`config.mk`:
```
export PLATFORM = sky130hd
export DESIGN_NAME = multicycle_ctrl
export DESIGN_NICKNAME = d
export VERILOG_FILES = /design/src/rtl/mips_ctrl_pkg.sv /design/src/rtl/multicycle_out_dec.sv /design/src/rtl/multicycle_ctrl.sv
export SDC_FILE = /design/constraint.sdc
export NUM_CORES = 1
export LEC_CHECK = 0
export BUFFER_PORTS_ARGS = -buffer_cell sky130_fd_sc_hd__buf_2
export CORE_MARGIN = 10
export CORE_UTILIZATION = 46
export DETAILED_ROUTE_END_ITERATION = 10
export PLACE_DENSITY = 0.8
export SKIP_CTS_REPAIR_TIMING = 1
export SLEW_MARGIN = 10
export SYNTH_ARGS = -nofsm -noshare
export SYNTH_HDL_FRONTEND = slang
export SYNTH_SLANG_ARGS = --single-unit
```
`constraint.sdc`:
```
create_clock -name clock -period 2 [get_ports clock]
set_input_delay 0.4 -clock clock [delete_from_list [all_inputs] [get_ports clock]]
set_output_delay 0.4 -clock clock [all_outputs]
set_load 0.02 [all_outputs]
```
`src/rtl/mips_ctrl_pkg.sv`:
```
// Shared definitions for the multicycle MIPS controller: state encoding,
// opcode/funct constants, datapath mux encodings and the control bundle.
package mips_ctrl_pkg;

  typedef enum logic [3:0] {
    S_FETCH  = 4'd0,
    S_DECODE = 4'd1,
    S_MEMADR = 4'd2,
    S_MEMRD  = 4'd3,
    S_MEMWB  = 4'd4,
    S_MEMWR  = 4'd5,
    S_REXEC  = 4'd6,
    S_RWB    = 4'd7,
    S_IEXEC  = 4'd8,
    S_IWB    = 4'd9,
    S_BRANCH = 4'd10,
    S_JUMP   = 4'd11,
    S_JAL    = 4'd12,
    S_JR     = 4'd13,
    S_TRAP   = 4'd14
  } state_e;

  localparam logic [5:0] OP_RTYPE = 6'b000000;
  localparam logic [5:0] OP_LW    = 6'b100011;
  localparam logic [5:0] OP_SW    = 6'b101011;
  localparam logic [5:0] OP_BEQ   = 6'b000100;
  localparam logic [5:0] OP_BNE   = 6'b000101;
  localparam logic [5:0] OP_ADDI  = 6'b001000;
  localparam logic [5:0] OP_J     = 6'b000010;
  localparam logic [5:0] OP_JAL   = 6'b000011;
  localparam logic [5:0] FN_JR    = 6'b001000;

  localparam logic [2:0] ALU_ADD   = 3'b000;
  localparam logic [2:0] ALU_SUB   = 3'b001;
  localparam logic [2:0] ALU_FUNCT = 3'b010;

  localparam logic [1:0] PCS_ALU    = 2'b00;
  localparam logic [1:0] PCS_ALUOUT = 2'b01;
  localparam logic [1:0] PCS_JUMP   = 2'b10;
  localparam logic [1:0] PCS_REGA   = 2'b11;

  localparam logic [1:0] RD_RT = 2'b00;
  localparam logic [1:0] RD_RD = 2'b01;
  localparam logic [1:0] RD_RA = 2'b10;

  localparam logic [1:0] WB_ALUOUT = 2'b00;
  localparam logic [1:0] WB_MDR    = 2'b01;
  localparam logic [1:0] WB_PC     = 2'b10;

  localparam logic [1:0] SRCB_REGB    = 2'b00;
  localparam logic [1:0] SRCB_FOUR    = 2'b01;
  localparam logic [1:0] SRCB_IMM     = 2'b10;
  localparam logic [1:0] SRCB_IMM_SH2 = 2'b11;

  // Every datapath control driven by the FSM, in one bundle.
  typedef struct packed {
    logic       pc_write;
    logic       iord;
    logic       mem_read;
    logic       mem_write;
    logic       ir_write;
    logic       reg_write;
    logic [1:0] reg_dst;
    logic [1:0] mem_to_reg;
    logic       alu_src_a;
    logic [1:0] alu_src_b;
    logic [2:0] alu_op;
    logic [1:0] pc_source;
    logic       illegal;
  } ctrl_t;

endpackage

```
`src/rtl/multicycle_out_dec.sv`:
```
// Moore output decoder: maps the current state (plus the few inputs that
// qualify writes) onto the datapath control bundle. Purely combinational.
module multicycle_out_dec
  import mips_ctrl_pkg::*;
(
  input  state_e      state_i,
  input  logic [5:0]  opcode_i,
  input  logic        zero_flag_i,
  input  logic        mem_ready_i,
  output ctrl_t       ctrl_o
);

  ctrl_t c;

  // Per-state control table; anything not set for a state stays 0.
  always_comb begin
    c = '0;
    case (state_i)
      S_FETCH: begin
        c.mem_read  = 1'b1;
        c.alu_src_b = SRCB_FOUR;
        c.alu_op    = ALU_ADD;
        c.pc_source = PCS_ALU;
        // IR and PC+4 only commit on the cycle the instruction word arrives.
        if (mem_ready_i) begin
          c.ir_write = 1'b1;
          c.pc_write = 1'b1;
        end
      end
      S_DECODE: begin
        c.alu_src_b = SRCB_IMM_SH2;
        c.alu_op    = ALU_ADD;
      end
      S_MEMADR, S_IEXEC: begin
        c.alu_src_a = 1'b1;
        c.alu_src_b = SRCB_IMM;
        c.alu_op    = ALU_ADD;
      end
      S_MEMRD: begin
        c.mem_read = 1'b1;
        c.iord     = 1'b1;
      end
      S_MEMWB: begin
        c.reg_write  = 1'b1;
        c.reg_dst    = RD_RT;
        c.mem_to_reg = WB_MDR;
      end
      S_MEMWR: begin
        c.mem_write = 1'b1;
        c.iord      = 1'b1;
      end
      S_REXEC: begin
        c.alu_src_a = 1'b1;
        c.alu_src_b = SRCB_REGB;
        c.alu_op    = ALU_FUNCT;
      end
      S_RWB: begin
        c.reg_write  = 1'b1;
        c.reg_dst    = RD_RD;
        c.mem_to_reg = WB_ALUOUT;
      end
      S_IWB: begin
        c.reg_write  = 1'b1;
        c.reg_dst    = RD_RT;
        c.mem_to_reg = WB_ALUOUT;
      end
      S_BRANCH: begin
        c.alu_src_a = 1'b1;
        c.alu_src_b = SRCB_REGB;
        c.alu_op    = ALU_SUB;
        c.pc_source = PCS_ALUOUT;
        // bne inverts the sense of the equality test.
        c.pc_write  = zero_flag_i ^ (opcode_i == OP_BNE);
      end
      S_JUMP: begin
        c.pc_write  = 1'b1;
        c.pc_source = PCS_JUMP;
      end
      S_JAL: begin
        c.pc_write   = 1'b1;
        c.pc_source  = PCS_JUMP;
        c.reg_write  = 1'b1;
        c.reg_dst    = RD_RA;
        c.mem_to_reg = WB_PC;
      end
      S_JR: begin
        c.pc_write  = 1'b1;
        c.pc_source = PCS_REGA;
      end
      S_TRAP: begin
        c.illegal = 1'b1;
      end
      default: c = '0;
    endcase
  end

  assign ctrl_o = c;

endmodule

```
`src/rtl/multicycle_ctrl.sv`:
```
// Multicycle MIPS control FSM: state register, next-state logic and the
// retired-instruction counter. Outputs are decoded from the state by
// multicycle_out_dec and forced low while Reset is asserted.
module multicycle_ctrl
  import mips_ctrl_pkg::*;
#(
  parameter int CNT_W = 32
) (
  input  logic             clock,
  input  logic             Reset,
  input  logic [5:0]       opcode,
  input  logic [5:0]       funct,
  input  logic             zero_flag,
  input  logic             mem_ready,
  output logic             pc_write,
  output logic             iord,
  output logic             mem_read,
  output logic             mem_write,
  output logic             ir_write,
  output logic             reg_write,
  output logic [1:0]       reg_dst,
  output logic [1:0]       mem_to_reg,
  output logic             alu_src_a,
  output logic [1:0]       alu_src_b,
  output logic [2:0]       ALUOp,
  output logic [1:0]       pc_source,
  output logic             illegal,
  output logic [3:0]       state,
  output logic [CNT_W-1:0] instr_retired
);

  state_e           state_q, state_d;
  logic [CNT_W-1:0] instr_retired_q, instr_retired_d;
  logic             retire;
  ctrl_t            ctrl_raw, ctrl_g;

  // Next state; retire flags every transition that completes an instruction.
  always_comb begin
    state_d = state_q;
    retire  = 1'b0;
    case (state_q)
      S_FETCH:  if (mem_ready) state_d = S_DECODE;
      S_DECODE: begin
        case (opcode)
          OP_RTYPE:      state_d = (funct == FN_JR) ? S_JR : S_REXEC;
          OP_LW, OP_SW:  state_d = S_MEMADR;
          OP_BEQ, OP_BNE: state_d = S_BRANCH;
          OP_ADDI:       state_d = S_IEXEC;
          OP_J:          state_d = S_JUMP;
          OP_JAL:        state_d = S_JAL;
          default:       state_d = S_TRAP;
        endcase
      end
      S_MEMADR: state_d = (opcode == OP_LW) ? S_MEMRD : S_MEMWR;
      S_MEMRD:  if (mem_ready) state_d = S_MEMWB;
      S_MEMWR: begin
        if (mem_ready) begin
          state_d = S_FETCH;
          retire  = 1'b1;
        end
      end
      S_REXEC:  state_d = S_RWB;
      S_IEXEC:  state_d = S_IWB;
      S_MEMWB, S_RWB, S_IWB, S_BRANCH, S_JUMP, S_JAL, S_JR: begin
        state_d = S_FETCH;
        retire  = 1'b1;
      end
      S_TRAP:   state_d = S_TRAP;
      default:  state_d = S_FETCH;
    endcase
  end

  // Retired-instruction count wraps naturally at 2^CNT_W.
  always_comb begin
    instr_retired_d = instr_retired_q;
    if (retire) instr_retired_d = instr_retired_q + CNT_W'(1);
  end

  // State and counter registers; reset aborts any instruction in flight.
  always_ff @(posedge clock) begin
    if (!Reset) begin
      state_q         <= S_FETCH;
      instr_retired_q <= '0;
    end else begin
      state_q         <= state_d;
      instr_retired_q <= instr_retired_d;
    end
  end

  multicycle_out_dec u_out_dec (
    .state_i     (state_q),
    .opcode_i    (opcode),
    .zero_flag_i (zero_flag),
    .mem_ready_i (mem_ready),
    .ctrl_o      (ctrl_raw)
  );

  // Hold every control low during reset so no write escapes.
  always_comb begin
    ctrl_g = '0;
    if (Reset) ctrl_g = ctrl_raw;
  end

  assign pc_write      = ctrl_g.pc_write;
  assign iord          = ctrl_g.iord;
  assign mem_read      = ctrl_g.mem_read;
  assign mem_write     = ctrl_g.mem_write;
  assign ir_write      = ctrl_g.ir_write;
  assign reg_write     = ctrl_g.reg_write;
  assign reg_dst       = ctrl_g.reg_dst;
  assign mem_to_reg    = ctrl_g.mem_to_reg;
  assign alu_src_a     = ctrl_g.alu_src_a;
  assign alu_src_b     = ctrl_g.alu_src_b;
  assign ALUOp         = ctrl_g.alu_op;
  assign pc_source     = ctrl_g.pc_source;
  assign illegal       = ctrl_g.illegal;
  assign state         = state_q;
  assign instr_retired = instr_retired_q;

endmodule
```
==> impl_metrics.csv, run 1 <==
group,metric,value,unit
cells_and_area,area.growth.synth_to_final,30.8,%
yosys,syn_inst_count,309,
sta,final-hold-violation-count,0,
placed_design,post-dp-hpwl,4990,µm
sta,rsz0062_at_grt,"yes",
grt,grt_usage,15.7,%
sta,period_minus_slack,1970,ps
floorplan,floorplan.initialDensity,48.3,%
yosys,synth_top_family_by_area,"simple AND/OR/NAND/NOR gates",
route,antenna_left,0,
yosys,mappedNetlistArea,0.00231,mm²
sta,totalNegativeSetupSlack,0,ps
clock_tree,path_clk_slew,70,ps
yosys,synth-edff-count,0,
yosys,synth.area.top_cells,"sky130_fd_sc_hd__dfxtp_1, sky130_fd_sc_hd__xnor2_1, sky130_fd_sc_hd__nor2_1",
clock_tree,numClockSinks,36,
route,routed_wire_length,6770,µm
sta,clock-skew-final,9.38,ps
yosys,synth.yosys.warnings,0,
yosys,syn_avg_cell_area,7.48,µm²
floorplan,design.die.area,0.00826,mm²
route,drt-pass1-iter-count,4,
floorplan,placementRows,25,
route,wl_per_cell,14.8,µm
floorplan,die_h,90.9,µm
power_and_ir_drop,p_per_area,779,mW/mm²
route,detail_route.drc_violations,0,
cells_and_area,post_route_cells_drive_above_1_share,32.1,%
route,detailroute.via_count,2537,
cells_and_area,n_fill_cell,444,
critical_path,worst_ep_required_time,2220,ps
floorplan,coreArea,0.00479,mm²
yosys,share_of_synthesized_cell_area_in_and_or_nand_and_nor_gates,36.6,%
placed_design,io_buffers,69,
route,initialDrtViolationCount,176,
sta,holdWs,442,ps
cells_and_area,antenna_diode_instance_count,0,
yosys,synth.distinct_cells,48,
clock_tree,cts_root_buffer,"sky130_fd_sc_hd__clkbuf_8",
clock_tree,cts_tree,"yes",
critical_path,timing.setup.critical_path_class,"reg2reg",
yosys,synth_xor_area_share,11.7,%
yosys,yosys.area.top_type_share,31.2,%
yosys,async_reset_ff_share,0,%
power_and_ir_drop,totalPowerFinal,2.35,mW
yosys,postSynthRegisterBits,36,
critical_path,timing.critical_path.from_type,"flip-flop",
sta,fmax,508,MHz
placed_design,gp_routability_congestion,0.854,
cells_and_area,multi_input_comb_area,0.00147,mm²
status,status,"complete, no violations",
route,routed_via_density,5.56,
power_and_ir_drop,p_leak,1.22,nW
yosys,synth.mux.area_fraction,1.35,%
critical_path,worstPathMaxFanout,5,
hold_path,path_type_of_the_worst_min_delay_path,"in2reg",
yosys,synth_sequential_area_ratio,31.2,%
grt,grt_max_degree,36,
yosys,post-synth-top-area-cell,"sky130_fd_sc_hd__dfxtp_1",
yosys,synth_area_in_compound_gates,11.4,%
clock_tree,cts_htree_levels,2,
floorplan,floorplan.die.width,90.9,µm
power_and_ir_drop,power.ir.vdd_worst,0.470,mV
yosys,mappedNetlistNets,326,
clock_tree,clock_tree.buffer_depth,2,
floorplan,num_io_pins,71,
grt,antenna_found_initial,0,
sta,finalSetupViolations,0,
sta,timing.final.max_slew_violations,0,
flow_run,cap_violations,0,
clock_tree,clk-insertion-delay-late,290,ps
yosys,synth_ff_type,"sky130_fd_sc_hd__dfxtp_1",
cells_and_area,finish.net_count,405,
grt,grt_first_pass_wirelength,11200,µm
critical_path,critPathArrivalTime,2190,ps
clock_tree,tritoncts.num_buffers,5,
grt,grt_overflow_total,0,
critical_path,setup.worst_path.end_class,"flip-flop",
cells_and_area,seqCellArea,736,µm²
grt,number_of_global_route_vias_before_repair,2426,
yosys,adder_cell_share_of_the_synthesized_area,0.541,%
sta,final_min_period_over_clock_period,98.4,%
## synthesized netlist by cell type (all sizes together) (2+ instances only)
library cell / number
inv: 8
buf: 7
or3: 4
nor4b: 5
o31ai: 4
nand3: 11
o21ai: 13
xnor2: 28
nand4: 4
and3: 6
mux2i: 2
nor3: 18
or4: 3
dfxtp: 36
nand2: 26
a21oi: 9
nor2b: 3
and2: 2
o311ai: 2
nor2: 48
a31oi: 3
or4b: 3
nand2b: 3
nor4: 16
o32ai: 2
nor3b: 2
clkbuf: 18
xor2: 3
and4: 6
## report_power, final
group	total (mW)	internal, mW	switching (mW)
sequential	0.794	0.757	0.0368
combinational	0.931	0.355	0.577
clock	0.629	0.370	0.259
total	2.35	1.48	0.873
## worst paths after layout
check,startpoint,to,slack [ps],cells past startpoint
min reg2reg,instr_retired[31],instr_retired[31],480,2
max reg2reg,state[1],instr_retired[30],30,5
max,state[1],instr_retired[30],30,5
min,Reset,state[3],440,2
## routing by layer
layer / part of all wire (%) / global-route usage, % / vias to the layer above
met4: 1.7 / 4.96 / 0
li1: - / - / 1260
met1: 43 / 18.4 / 1178
met5: 0 / 0 / -
met2: 49 / 26.7 / 88
met3: 6.8 / 4.74 / 11
## cell type report
cell class / count / area share, %
well taps: 67 / 2.77
clock inverters: 2 / 1.16
repair buffers: 97 / 19.5
inverters: 9 / 1.12
flip-flops and latches: 36 / 24.3
multi-input cells: 239 / 48.7
clock buffers: 6 / 2.40
## state kept, by name, indices dropped and copies added (netlist names)
signal	flops
instr_retired	32
state	4
## per-stage QoR
stage / cell area [µm²] / std cells / util, % / worst slack (ps)
6_report: 3020 / 456 / 63.2 / 32.3
5_1_grt: 3020 / 456 / 63.2 / -35.3
4_1_cts: 2950 / 455 / 61.6 / -89.5
3_5_place_dp: 2840 / 447 / 59.4 / 28.1
3_3_place_gp: 2840 / 447 / 59.4 / 53.3
2_1_floorplan: 2350 / 309 / - / -127
## layout by cell type, fill, tap and decap left out, drive strengths merged, types with 6 or more instances in the layout
master  instances
and3            6
nand3          11
nor4           16
inv             8
and4            6
nor2           48
o21ai          13
nand2          26
clkbuf          6
buf            97
a21oi           9
dfxtp          36
nor3           18
xnor2          28
## critical path, stage by stage (launching register included)
cell and delay, ps:
sky130_fd_sc_hd__dfxtp_4 370, sky130_fd_sc_hd__and2_4 150, sky130_fd_sc_hd__a221o_1 310, sky130_fd_sc_hd__or4_4 530
sky130_fd_sc_hd__or4_4 430, sky130_fd_sc_hd__a21oi_2 110
## cells by family after synthesis
family,count (synthesis)
flip-flops,36
buffers and inverters,34
multiplexers,3
AND/OR/NAND/NOR,162
other,1
AO/OA/AOI/OAI,41
XOR/XNOR,31
adder cells (fa/ha/maj),1
Note: power is estimated with default switching activity, not from simulation.
==> run 2, diff against run 1 <==
==> constraint.sdc (replaced) <==
create_clock -name clock -period 1.8 [get_ports clock]
set_input_delay 0.36 -clock clock [delete_from_list [all_inputs] [get_ports clock]]
set_output_delay 0.36 -clock clock [all_outputs]
set_load 0.1 [all_outputs]
==> run 2 against run 1 <==
  * The flow now finishes with violations (negative setup slack)
  * Sequential power is 12% higher
  * Clock skew hardly changed
  * Sequential share of layout area is 5.0 points lower
  * Clock-buffer cell count is 2 higher
  * Die area stayed put
  * Total power is 78% higher
  * Worst setup slack worse by 290 ps
  * Cell count is 6.1% higher
  * Worst hold slack better by 20 ps
  * Utilization is 26 points higher
  * Flip-flop and latch count stayed put
  * Largest power group unchanged
==> impl_metrics.csv, run 2 (synthesized netlist as in run 1, its figures left out) <==
group,metric,value,unit
cells_and_area,post_route_cells_drive_above_1_share,58.5,%
sta,totalNegativeSetupSlack,-5460,ps
cells_and_area,antenna_diode_instance_count,0,
clock_tree,cts_root_buffer,"sky130_fd_sc_hd__clkbuf_8",
critical_path,worstPathMaxFanout,15,
floorplan,die_h,90.9,µm
critical_path,slowest_cell_on_the_critical_path,"sky130_fd_sc_hd__nor4b_1",
critical_path,crit_chain,"buf_4 > nor4b_1 > a221o_2 > buf_6 > buf_12 > nor4_4 > xnor2_1 > nor2_1",
sta,worst-slew-pin-transition,512,ps
cells_and_area,layout.cells.most_common,"sky130_fd_sc_hd__buf_2",
clock_tree,clk-insertion-delay-late,290,ps
hold_path,min_from,"Reset",
grt,number_of_global_route_vias_before_repair,2659,
floorplan,design.die.area,0.00826,mm²
cells_and_area,n_fill_cell,214,
critical_path,worst_ep_required_time,1960,ps
clock_tree,path_clk_slew,70,ps
critical_path,setup.worst_path.end_class,"flip-flop",
grt,gr_layer_usage_met2,29.4,%
cells_and_area,layout_common_cells,"sky130_fd_sc_hd__buf_2, sky130_fd_sc_hd__buf_4, sky130_fd_sc_hd__nor2_1",
clock_tree,numClockSinks,36,
critical_path,r2r_slack,-260,ps
critical_path,worst_setup_path_startpoint,"state[1]",
floorplan,floorplan.die.width,90.9,µm
placed_design,io_buffers,69,
sta,final_min_period_over_clock_period,114,%
route,routed_via_density,6.07,
critical_path,critPathArrivalTime,2220,ps
sta,final-hold-violation-count,0,
grt,busiest_layer,"met2",
grt,grt_first_pass_wirelength,12700,µm
clock_tree,cts_htree_levels,2,
critical_path,crit-reg2reg-launch,"state[1]",
grt,antenna_found_initial,0,
grt,grt_usage,18.0,%
grt,globalRouteMet1Util,23.2,%
clock_tree,clock_tree.buffer_depth,2,
placed_design,dp.cells,459,
hold_path,path_type_of_the_worst_min_delay_path,"in2reg",
route,routed_wire_length,9730,µm
placed_design,gp_routability_congestion,0.851,
floorplan,floorplan.initialDensity,48.3,%
critical_path,crit_end,"instr_retired[17]",
sta,period_minus_slack,2060,ps
sta,fmax,485,MHz
sta,timing.final.ws_setup,-260,ps
grt,grt_overflow_total,0,
route,initialDrtViolationCount,247,
clock_tree,cts_tree,"yes",
route,wl_per_cell,20.1,µm
route,detailroute.via_count,2937,
power_and_ir_drop,p_leak,1.86,nW
route,drt-pass1-iter-count,5,
clock_tree,tritoncts.num_buffers,5,
critical_path,cp_num_cells,8,
power_and_ir_drop,p_per_area,979,mW/mm²
power_and_ir_drop,totalPowerFinal,4.19,mW
cells_and_area,max_reg_flops,32,
status,violations,"negative setup slack",
grt,grt.met3_usage,5.24,%
critical_path,timing.critical_path.buf_inv,3,
critical_path,critical_path.top_delay_family,"buffers and inverters",
route,antenna_left,0,
cells_and_area,final_cells,484,
flow_run,cap_violations,0,
route,detail_route.drc_violations,0,
floorplan,placementRows,25,
critical_path,crit_path_max_incr_delay,400,ps
critical_path,timing.critical_path.from_type,"flip-flop",
critical_path,timing.setup.critical_path_class,"reg2reg",
critical_path,reg2reg_depth,8,
sta,timing.final.max_slew_violations,0,
critical_path,worst_r2r_endpoint,"instr_retired[17]",
sta,timing.slew.headroom,65.5,%
floorplan,coreArea,0.00479,mm²
sta,finalSetupViolations,42,
power_and_ir_drop,power.ir.vdd_worst,0.582,mV
floorplan,num_io_pins,71,
cells_and_area,finish.net_count,433,
placed_design,post-dp-hpwl,5800,µm
sta,clock-skew-final,8.91,ps
sta,rsz0062_at_grt,"yes",
grt,grt_max_degree,33,
cells_and_area,area.growth.synth_to_final,85.2,%
status,status,"complete, but fails checks",
## run 2: routing by layer
layer	share of wire, %	wire (µm)
met1	41	3960
met2	50	4840
met3	7.6	742
met4	2.0	190
met5	0	0
## run 2: worst reg2reg max path, cell delays in order (launching register included)
cell and delay, ps:
sky130_fd_sc_hd__dfxtp_4 370, sky130_fd_sc_hd__buf_4 150, sky130_fd_sc_hd__nor4b_1 400, sky130_fd_sc_hd__a221o_2 210, sky130_fd_sc_hd__buf_6 250, sky130_fd_sc_hd__buf_12 210
sky130_fd_sc_hd__nor4_4 50, sky130_fd_sc_hd__xnor2_1 230, sky130_fd_sc_hd__nor2_1 60
## run 2: worst min-delay path by stage
stage,end,slack [ps],depth (start not counted)
3_3_place_gp,instr_retired[31],470,2
5_1_grt,state[1],470,3
3_5_place_dp,instr_retired[31],480,2
6_report,state[0],460,2
2_1_floorplan,state[2],530,2
4_1_cts,state[1],390,3
## run 2: cell type report
type | count | area, µm² | area share (%)
Multi-Input combinational cell | 239 | 2070 | 48.3
Timing Repair Buffer | 125 | 1170 | 27.3
Sequential cell | 36 | 826 | 19.3
Clock buffer | 8 | 90.1 | 2.10
Tap cell | 67 | 83.8 | 1.96
Inverter | 9 | 46.3 | 1.08
## run 2: per-stage QoR
| step | util (%) | hold slack [ps] | area, µm² | setup WS, ps |
|---|---|---|---|---|
| 6_report | 89.5 | 462 | 4280 | -260 |
| 5_1_grt | 89.5 | 473 | 4280 | -328 |
| 4_1_cts | 82.0 | 394 | 3920 | -362 |
| 3_5_place_dp | 80.1 | 483 | 3830 | -198 |
| 3_3_place_gp | 80.1 | 473 | 3830 | -160 |
| 2_1_floorplan | - | 533 | 3130 | -545 |
## run 2: power by group
group | total [mW] | switching (mW) | internal (mW)
logic | 2.70 | 1.69 | 1.00
registers | 0.886 | 0.0652 | 0.821
clock network | 0.609 | 0.296 | 0.313
